==> src/rtl/dmem_ctrl_pkg.sv <==
// Shared constants for the data-memory controller: RV32I load/store funct3 codes,
// FSM state encoding and access-size decode.
package dmem_ctrl_pkg;

   localparam logic [2:0] F3_B  = 3'b000;
   localparam logic [2:0] F3_H  = 3'b001;
   localparam logic [2:0] F3_W  = 3'b010;
   localparam logic [2:0] F3_BU = 3'b100;
   localparam logic [2:0] F3_HU = 3'b101;

   typedef enum logic [1:0] {
      DM_IDLE = 2'd0,
      DM_REQ  = 2'd1,
      DM_RESP = 2'd2
   } dm_state_e;

   typedef enum logic [1:0] {
      SzByte = 2'd0,
      SzHalf = 2'd1,
      SzWord = 2'd2
   } size_e;

   // Reserved encodings fall through to a word access.
   function automatic size_e f3_size(input logic [2:0] f3);
      case (f3)
         F3_B, F3_BU: f3_size = SzByte;
         F3_H, F3_HU: f3_size = SzHalf;
         default:     f3_size = SzWord;
      endcase
   endfunction

endpackage

==> src/rtl/dmem_lane.sv <==
// Combinational lane logic: store replication and byte enables, alignment check,
// and load shift with sign/zero extension.
module dmem_lane
   import dmem_ctrl_pkg::*;
(
   input  logic [2:0]  st_funct3,
   input  logic [1:0]  st_off,
   input  logic        st_we,
   input  logic [31:0] st_wdata,
   output logic [3:0]  st_be,
   output logic [31:0] st_wdata_rep,
   output logic        aligned,
   input  logic [2:0]  ld_funct3,
   input  logic [1:0]  ld_off,
   input  logic [31:0] ld_rdata,
   output logic [31:0] ld_data
);

   size_e       st_size;
   size_e       ld_size;
   logic [31:0] ld_shifted;
   logic        ld_sext;

   always_comb begin
      st_size      = f3_size(st_funct3);
      st_be        = 4'b1111;
      st_wdata_rep = st_wdata;
      aligned      = 1'b1;
      case (st_size)
         SzByte: begin
            st_be        = 4'b0001 << st_off;
            st_wdata_rep = {4{st_wdata[7:0]}};
         end
         SzHalf: begin
            st_be        = 4'b0011 << {st_off[1], 1'b0};
            st_wdata_rep = {2{st_wdata[15:0]}};
            aligned      = ~st_off[0];
         end
         default: begin
            aligned = (st_off == 2'b00);
         end
      endcase
      if (!st_we) begin
         st_be = 4'b0000;
      end
   end

   always_comb begin
      ld_size    = f3_size(ld_funct3);
      ld_shifted = ld_rdata >> {ld_off, 3'b000};
      ld_sext    = ~ld_funct3[2];
      case (ld_size)
         SzByte:  ld_data = {{24{ld_sext & ld_shifted[7]}}, ld_shifted[7:0]};
         SzHalf:  ld_data = {{16{ld_sext & ld_shifted[15]}}, ld_shifted[15:0]};
         default: ld_data = ld_shifted;
      endcase
   end

endmodule

==> src/rtl/dmem_ctrl.sv <==
// Data-memory controller: one load/store per instruction to a variable-latency SRAM,
// stalling the core while the access is outstanding.
module dmem_ctrl
   import dmem_ctrl_pkg::*;
#(
   parameter int unsigned DATA_WIDTH = 32,
   parameter int unsigned ADDR_WIDTH = 32,
   parameter int unsigned TIMEOUT    = 16
) (
   input  logic                  clk,
   input  logic                  rst_n,
   input  logic                  req_valid,
   input  logic                  req_we,
   input  logic [2:0]            req_funct3,
   input  logic [ADDR_WIDTH-1:0] req_addr,
   input  logic [DATA_WIDTH-1:0] req_wdata,
   output logic [DATA_WIDTH-1:0] resp_rdata,
   output logic                  stall,
   output logic                  misalign,
   output logic                  bus_err,
   output logic                  sram_en,
   output logic [3:0]            sram_be,
   output logic [ADDR_WIDTH-3:0] sram_addr,
   output logic [DATA_WIDTH-1:0] sram_wdata,
   input  logic [DATA_WIDTH-1:0] sram_rdata,
   input  logic                  sram_ready
);

   localparam logic [7:0] TimeoutLast = 8'(TIMEOUT - 1);

   dm_state_e   state_q;
   logic [7:0]  cnt_q;
   logic [2:0]  ld_funct3_q;
   logic [1:0]  ld_off_q;

   logic [3:0]  lane_be;
   logic [31:0] lane_wdata;
   logic [31:0] lane_rdata;
   logic        aligned;

   dmem_lane u_lane (
      .st_funct3    (req_funct3),
      .st_off       (req_addr[1:0]),
      .st_we        (req_we),
      .st_wdata     (req_wdata),
      .st_be        (lane_be),
      .st_wdata_rep (lane_wdata),
      .aligned      (aligned),
      .ld_funct3    (ld_funct3_q),
      .ld_off       (ld_off_q),
      .ld_rdata     (sram_rdata),
      .ld_data      (lane_rdata)
   );

   // Combinational so the core freezes in the very cycle the request appears.
   assign stall = rst_n & (((state_q == DM_IDLE) & req_valid & aligned) | (state_q == DM_REQ));

   always_ff @(posedge clk or negedge rst_n) begin
      if (!rst_n) begin
         state_q     <= DM_IDLE;
         cnt_q       <= '0;
         ld_funct3_q <= '0;
         ld_off_q    <= '0;
         sram_en     <= 1'b0;
         sram_be     <= '0;
         sram_addr   <= '0;
         sram_wdata  <= '0;
         resp_rdata  <= '0;
         misalign    <= 1'b0;
         bus_err     <= 1'b0;
      end else begin
         misalign <= 1'b0;
         bus_err  <= 1'b0;
         case (state_q)
            DM_IDLE: begin
               if (req_valid) begin
                  if (aligned) begin
                     state_q     <= DM_REQ;
                     cnt_q       <= '0;
                     sram_en     <= 1'b1;
                     sram_be     <= lane_be;
                     sram_addr   <= req_addr[ADDR_WIDTH-1:2];
                     sram_wdata  <= lane_wdata;
                     ld_funct3_q <= req_funct3;
                     ld_off_q    <= req_addr[1:0];
                  end else begin
                     misalign   <= 1'b1;
                     resp_rdata <= '0;
                  end
               end
            end
            DM_REQ: begin
               // Ready takes priority over a timeout expiring in the same cycle.
               if (sram_ready) begin
                  resp_rdata <= lane_rdata;
                  sram_en    <= 1'b0;
                  state_q    <= DM_RESP;
               end else if (cnt_q == TimeoutLast) begin
                  resp_rdata <= '0;
                  bus_err    <= 1'b1;
                  sram_en    <= 1'b0;
                  state_q    <= DM_RESP;
               end else begin
                  cnt_q <= cnt_q + 8'd1;
               end
            end
            DM_RESP: begin
               state_q <= DM_IDLE;
            end
            default: begin
               state_q <= DM_IDLE;
            end
         endcase
      end
   end

endmodule

==> config.mk <==
export PLATFORM = sky130hd
export DESIGN_NAME = dmem_ctrl
export DESIGN_NICKNAME = d
export VERILOG_FILES = /design/src/rtl/dmem_ctrl_pkg.sv /design/src/rtl/dmem_lane.sv /design/src/rtl/dmem_ctrl.sv
export SDC_FILE = /design/constraint.sdc
export NUM_CORES = 1
export LEC_CHECK = 0
export BUFFER_PORTS_ARGS = -buffer_cell sky130_fd_sc_hd__buf_2
export CAP_MARGIN = 40
export CELL_PAD_IN_SITES_DETAIL_PLACEMENT = 1
export CELL_PAD_IN_SITES_GLOBAL_PLACEMENT = 1
export CORE_UTILIZATION = 30
export CTS_CLUSTER_DIAMETER = 150
export DETAILED_ROUTE_END_ITERATION = 8
export GPL_TIMING_DRIVEN = 0
export PLACE_DENSITY_LB_ADDON = 0.25
export SETUP_SLACK_MARGIN = 0.5
export SLEW_MARGIN = 20
export SYNTH_ARGS = -nofsm -noshare
export SYNTH_HDL_FRONTEND = slang
export SYNTH_SLANG_ARGS = --single-unit
==> constraint.sdc <==
create_clock -name clk -period 5.1 [get_ports clk]
set_input_delay 0.51 -clock clk [delete_from_list [all_inputs] [get_ports clk]]
set_output_delay 0.51 -clock clk [all_outputs]
set_load 0.02 [all_outputs]
### Word level (Yosys, flattened, before mapping)

Index checks and enable logic that the tools add are counted.

| cells by class | value |
|---|---|
| multiply operators | 0 |
| shift-type cells | 3 |
| reductions and logical operators | 16 |
| bitwise operators | 8 |
| order comparisons | 0 |
| divide/modulo/power cells | 0 |
| add/subtract/negate cells | 1 |
| eq/ne operators | 16 |
| muxes and demuxes | 33 |

Operators by type and width:

| cell | number |
|---|---|
| 32-bit case mux with 2 select lines | 3 |
| 32-bit two-way mux | 4 |
| 8-bit two-way mux | 4 |
| 32-bit by 5-bit >> shifter with 32-bit output | 1 |
| 8-bit case mux with 2 select lines | 1 |
| 3-bit equality test, second input constant | 4 |
| 2-bit case mux with 2 select lines | 3 |
| 1-bit two-way mux | 10 |
| 2-bit inequality test, second input constant | 5 |
| 8-bit by 1-bit adder with 8-bit output, second input constant | 1 |
| 8-bit by 4-bit equality test with 1-bit output, second input constant | 1 |
| 2-bit zero test | 4 |
| 2-bit two-way mux | 4 |
| 4-bit case mux with 2 select lines | 1 |
| 4-bit AND reduction | 2 |
| 2-bit OR reduction | 4 |
| 2-bit by 1-bit equality test with 1-bit output, second input constant | 3 |
| 3-bit by 1-bit equality test with 1-bit output, second input constant | 2 |
| 3-bit zero test | 2 |
| 3-bit AND reduction | 2 |
| 1-bit AND | 5 |
| 5-bit AND reduction | 1 |
| 4-bit two-way mux | 1 |
| 1-bit case mux with 2 select lines | 2 |
| other kinds (6) | 7 |

| storage, ports and cells | value |
|---|---|
| memory bits (read-only) | 0 |
| memories kept | 0 |
| flip-flop bits (word level) | 116 |
| bits of input ports | 104 |
| bits in latches | 0 |
| logic and storage cells | 88 |
| bits in writable memories | 0 |

### Longest topological paths before layout

| logic depth | value |
|---|---|
| depth in word-level cells | 8 |
| gate-level depth with buffers | 7 |
| depth with buffers taken out | 5 |

### Cells and area by module

From an unflattened synthesis, not the netlist that was laid out.

| second synthesis, totals | value |
|---|---|
| cell total of the unflattened synthesis | 606 |
| area total of the unflattened synthesis | 5,689.2 sq um |

By module, submodules not included:

| module | seq. area each (sq um) | area each (sq um) | cells an instance | instances |
|---|---|---|---|---|
| dmem_ctrl | 2,902.8 | 4,436.8 | 437 | 1 |
| dmem_lane | 0.0 | 1,252.5 | 169 | 1 |

### Least setup slack after synthesis

OpenSTA, ideal clock, no wires.

| path | value |
|---|---|
| path kind | input -> output |
| start point | in req_valid |
| end point | out stall |
| slack | 2.962 ns |
| data arrival time | 1.628 ns |
| data required time | 4.590 ns |
| stages | 5 |
| path through | or3b_1 and3b_1 clkbuf_1 buf_4 o21a_1 |

| on the way | value |
|---|---|
| word-level cells in the longest chain between the ends | 4 |

RTL lines:

| element | RTL line | source |
|---|---|---|
| start: declaration | dmem_ctrl.sv:12 | `input logic req_valid,` |
| 1-bit AND (2 in series) | dmem_ctrl.sv:56 | `assign stall = rst_n & (((state_q == DM_IDLE) & req_valid & aligned) \| (state_q == DM_REQ));` |
| 1-bit bitwise OR | dmem_ctrl.sv:56 |  |
| 1-bit AND | dmem_ctrl.sv:56 |  |
| end: declaration | dmem_ctrl.sv:18 | `output logic stall,` |

No other way between the ends.

### Worst setup path in the final report

| path | value |
|---|---|
| start point | reg state_q[0] |
| end point | out stall |

| on the way | value |
|---|---|
| word-level cells in the longest chain between the ends | 5 |
| elaborated cells between the ends (all ways) | 6 |

RTL lines:

| element | RTL line | source |
|---|---|---|
| start: declaration | dmem_ctrl.sv:31 | `dm_state_e state_q;` |
| start signal: assignment | dmem_ctrl.sv:60 | `state_q <= DM_IDLE;` |
| start signal: assignment | dmem_ctrl.sv:78 | `state_q <= DM_REQ;` |
| start signal: assignment | dmem_ctrl.sv:97 | `state_q <= DM_RESP;` |
| 2-bit zero test | dmem_ctrl.sv:56 |  |
| 1-bit AND (2 in series) | dmem_ctrl.sv:56 |  |
| 1-bit bitwise OR * | dmem_ctrl.sv:56 |  |
| 1-bit AND * | dmem_ctrl.sv:56 |  |

Every way passes the cells marked *; elsewhere a longest branch is shown, timed or not.

==> flow_summary.ini <==
[status]
status = finished, final reports clean

[detailed_routing]
firstDrtPassIters = 4
drt-initial-drc-count = 161
wirelength_um = 18100
via_per_inst = 4.89
drc = 0
detail_route.wl_per_cell_um = 17.9
antenna_left = 0
vias = 4955

[floorplanning]
core_area_um2 = 17500
start_util_pct = 30.9
die_w_um = 136
dieArea_um2 = 18600
row_count = 48
fp.dieH_um = 136
io_pins = 206

[cells_and_area]
antennaDiodeCount = 0
final_area_um2 = 7380
nets = 880
syn_to_final_growth_pct = 36.5
drive_gt1_share_pct = 35.0

[placed_design]
dp_slack_ps = 2500
dp_hpwl_um = 13800
gp_congestion = 0.875
place_area_um2 = 6750
portBuffers = 205

[setup_path]
crit_type = register to output port
crit_chain = or3b_1 -> and3b_1 -> clkbuf_1 -> buf_4 -> o21a_1 -> buf_2
worstRegToRegCells = 6
end_kind = output port
crit_fanout = 10
critPathLaunchType = register
required_ps = 4590
cpPeakStageDelay_ps = 450
cp_slowest_cell = or3b_1
worstPathArrival_ps = 2260

[synth]
synth.distinct_cells = 48
ys_async_sr_fraction_pct = 100
yosysWarningCount = 0
synthFlopType = dfrtp_1
syn_nets = 654
syn-instance-count = 549
synth_seq_area_share_pct = 53.7
synth_area_um2 = 5410
synth_edf_count = 0
synth-seq-cells = 116
synth_area_per_cell_um2 = 9.85

[clock_network]
clk_pin_slew_ps = 60
clk_latency_ps = 410
cts.repair.resized = 0
cts_buffers = 17
cts_root_buffer = clkbuf_16
cts_tree = yes
cts.sinks = 116
cts_setup_buffers = 0
cts_buffer_depth = 2
ctsHoldBuffers = 0
htreeDepth = 4

[timing]
fin_crit_ps = 2770
setup-tns-final_ps = 0
hold_viol = 0
max_freq_mhz = 361
tightest_slew_ps = 785
setup_violations = 0
period_share_pct = 54.3
fin_ws_ps = 2330
slew_headroom_pct = 47.6
skew_ps = 6.09
rsz0062_at_grt = false
drv_slew = 0

[power_and_ir_drop]
seqPwrFrac_pct = 34.8
p_per_area_nw_per_um2 = 521
fin_total_pwr_mw = 3.84
p_int_mw = 2.46
p_sw_share_pct = 36.0
power_switching_mw = 1.38
p_comb_share_pct = 32.5
worst_ir_drop_vdd_mv = 0.254
p_leak_nw = 3.89
power_frac_clock_pct = 32.7

[global_route]
grt_pass1_wl_um = 28200
grt_max_degree = 65
grt_antenna_before_repair = 1
grt_pass1_vias = 5291
grt-ovfl-total = 0
grt_usage_pct = 20.1

[job]
max-cap-violations = 0

[worst_hold_path]
hold_path.class = primary input to async pin
## state kept, by name, summed over array words and instances (netlist names)
signal and count:
resp_rdata 32, sram_wdata 32, sram_addr 30, cnt_q 8
sram_be 4, ld_funct3_q 3, ld_off_q 2, state_q 2
bus_err 1, misalign 1, sram_en 1
## worst paths after layout
kind | from | to | slack, ps
setup / recovery | state_q[0] | stall | 2330
hold / removal | rst_n | resp_rdata[7] | 60
setup reg to reg | cnt_q[0] | resp_rdata[25] | 2890
hold reg to reg | sram_addr[0] | sram_addr[0] | 470
max in group asynchronous | rst_n | resp_rdata[13] | 4330
min in group clk | req_addr[18] | sram_addr[16] | 290
## per-layer routing
layer / share of wire, % / global-route usage [%]
met1: 41 / 23.8
met2: 50 / 34.3
met3: 6.5 / 5.97
met4: 2.0 / 7.16
met5: 0.072 / 0
## logic make-up after synthesis
| logic type | count (synthesis) | synth area share [%] |
|---|---|---|
| AND/OR/NAND/NOR | 226 | 18.2 |
| flip-flops | 116 | 53.7 |
| multiplexers | 50 | 9.88 |
| buffers and inverters | 41 | 3.49 |
| adder cells (fa/ha/maj) | 1 | 0.231 |
| AO/OA/AOI/OAI | 111 | 13.9 |
| XOR/XNOR | 4 | 0.648 |
## worst max-delay path: cells and delay by family, from the launching register on
kind	cells	cell delay [ps]
simple gates	2	710
buf+inv	3	590
flops	1	410
compound gates	1	140
## area by class of cell
type	count	area [um^2]
clock buffer	24	502
fill	2071	10100
clock inverter	8	121
tap	225	282
multi-input combinational	392	2320
inverter	4	15.0
buffer	37	174
timing repair buffer	207	1070
sequential	116	2900
## layout by cell type (no fill, tap or decap), drive strengths merged, types with 8 or more instances in the layout
cell / instances
buf: 224
nand2: 172
dfrtp: 116
o21ai: 49
clkbuf: 44
mux2i: 41
nor2: 26
a21oi: 19
o2bb2ai: 15
nand3b: 10
a221o: 8
a211o: 8
## synth_stat cells (3+ instances only)
master | n | area (um^2)
buf_2 | 10 | 50.1
dfrtp_1 | 116 | 2900
mux2_2 | 7 | 78.8
nand3b_1 | 10 | 75.1
xnor2_1 | 4 | 35.0
o2bb2ai_1 | 15 | 131
clkbuf_1 | 20 | 75.1
nand3_1 | 3 | 15.0
o21ai_0 | 49 | 245
a221o_1 | 6 | 60.1
mux2i_1 | 41 | 410
nor2_1 | 25 | 93.8
a211o_1 | 4 | 35.0
buf_1 | 3 | 11.3
a211o_2 | 4 | 40.0
a21oi_1 | 18 | 90.1
nand2_1 | 171 | 642
inv_1 | 4 | 15.0
## through the flow
stage / util, % / cells / hold WS, ps
after floorplan: - / 549 / 214
after global placement: 38.4 / 979 / 455
after detailed placement: 38.6 / 980 / 462
after CTS: 42.2 / 1012 / 72.8
after global routing: 42.2 / 1013 / 89.1
final: 42.2 / 1013 / 62.4
## power groups by stage
stage	logic (mW)	clock network [mW]	registers [mW]
6_report	1.25	1.26	1.34
3_5_place_dp	1.26	0	1.35
2_1_floorplan	0.467	0	1.63
4_1_cts	1.27	1.29	1.34
5_1_grt	1.36	1.33	1.37
3_3_place_gp	1.22	0	1.34
Power figures use the tool's default switching activity.
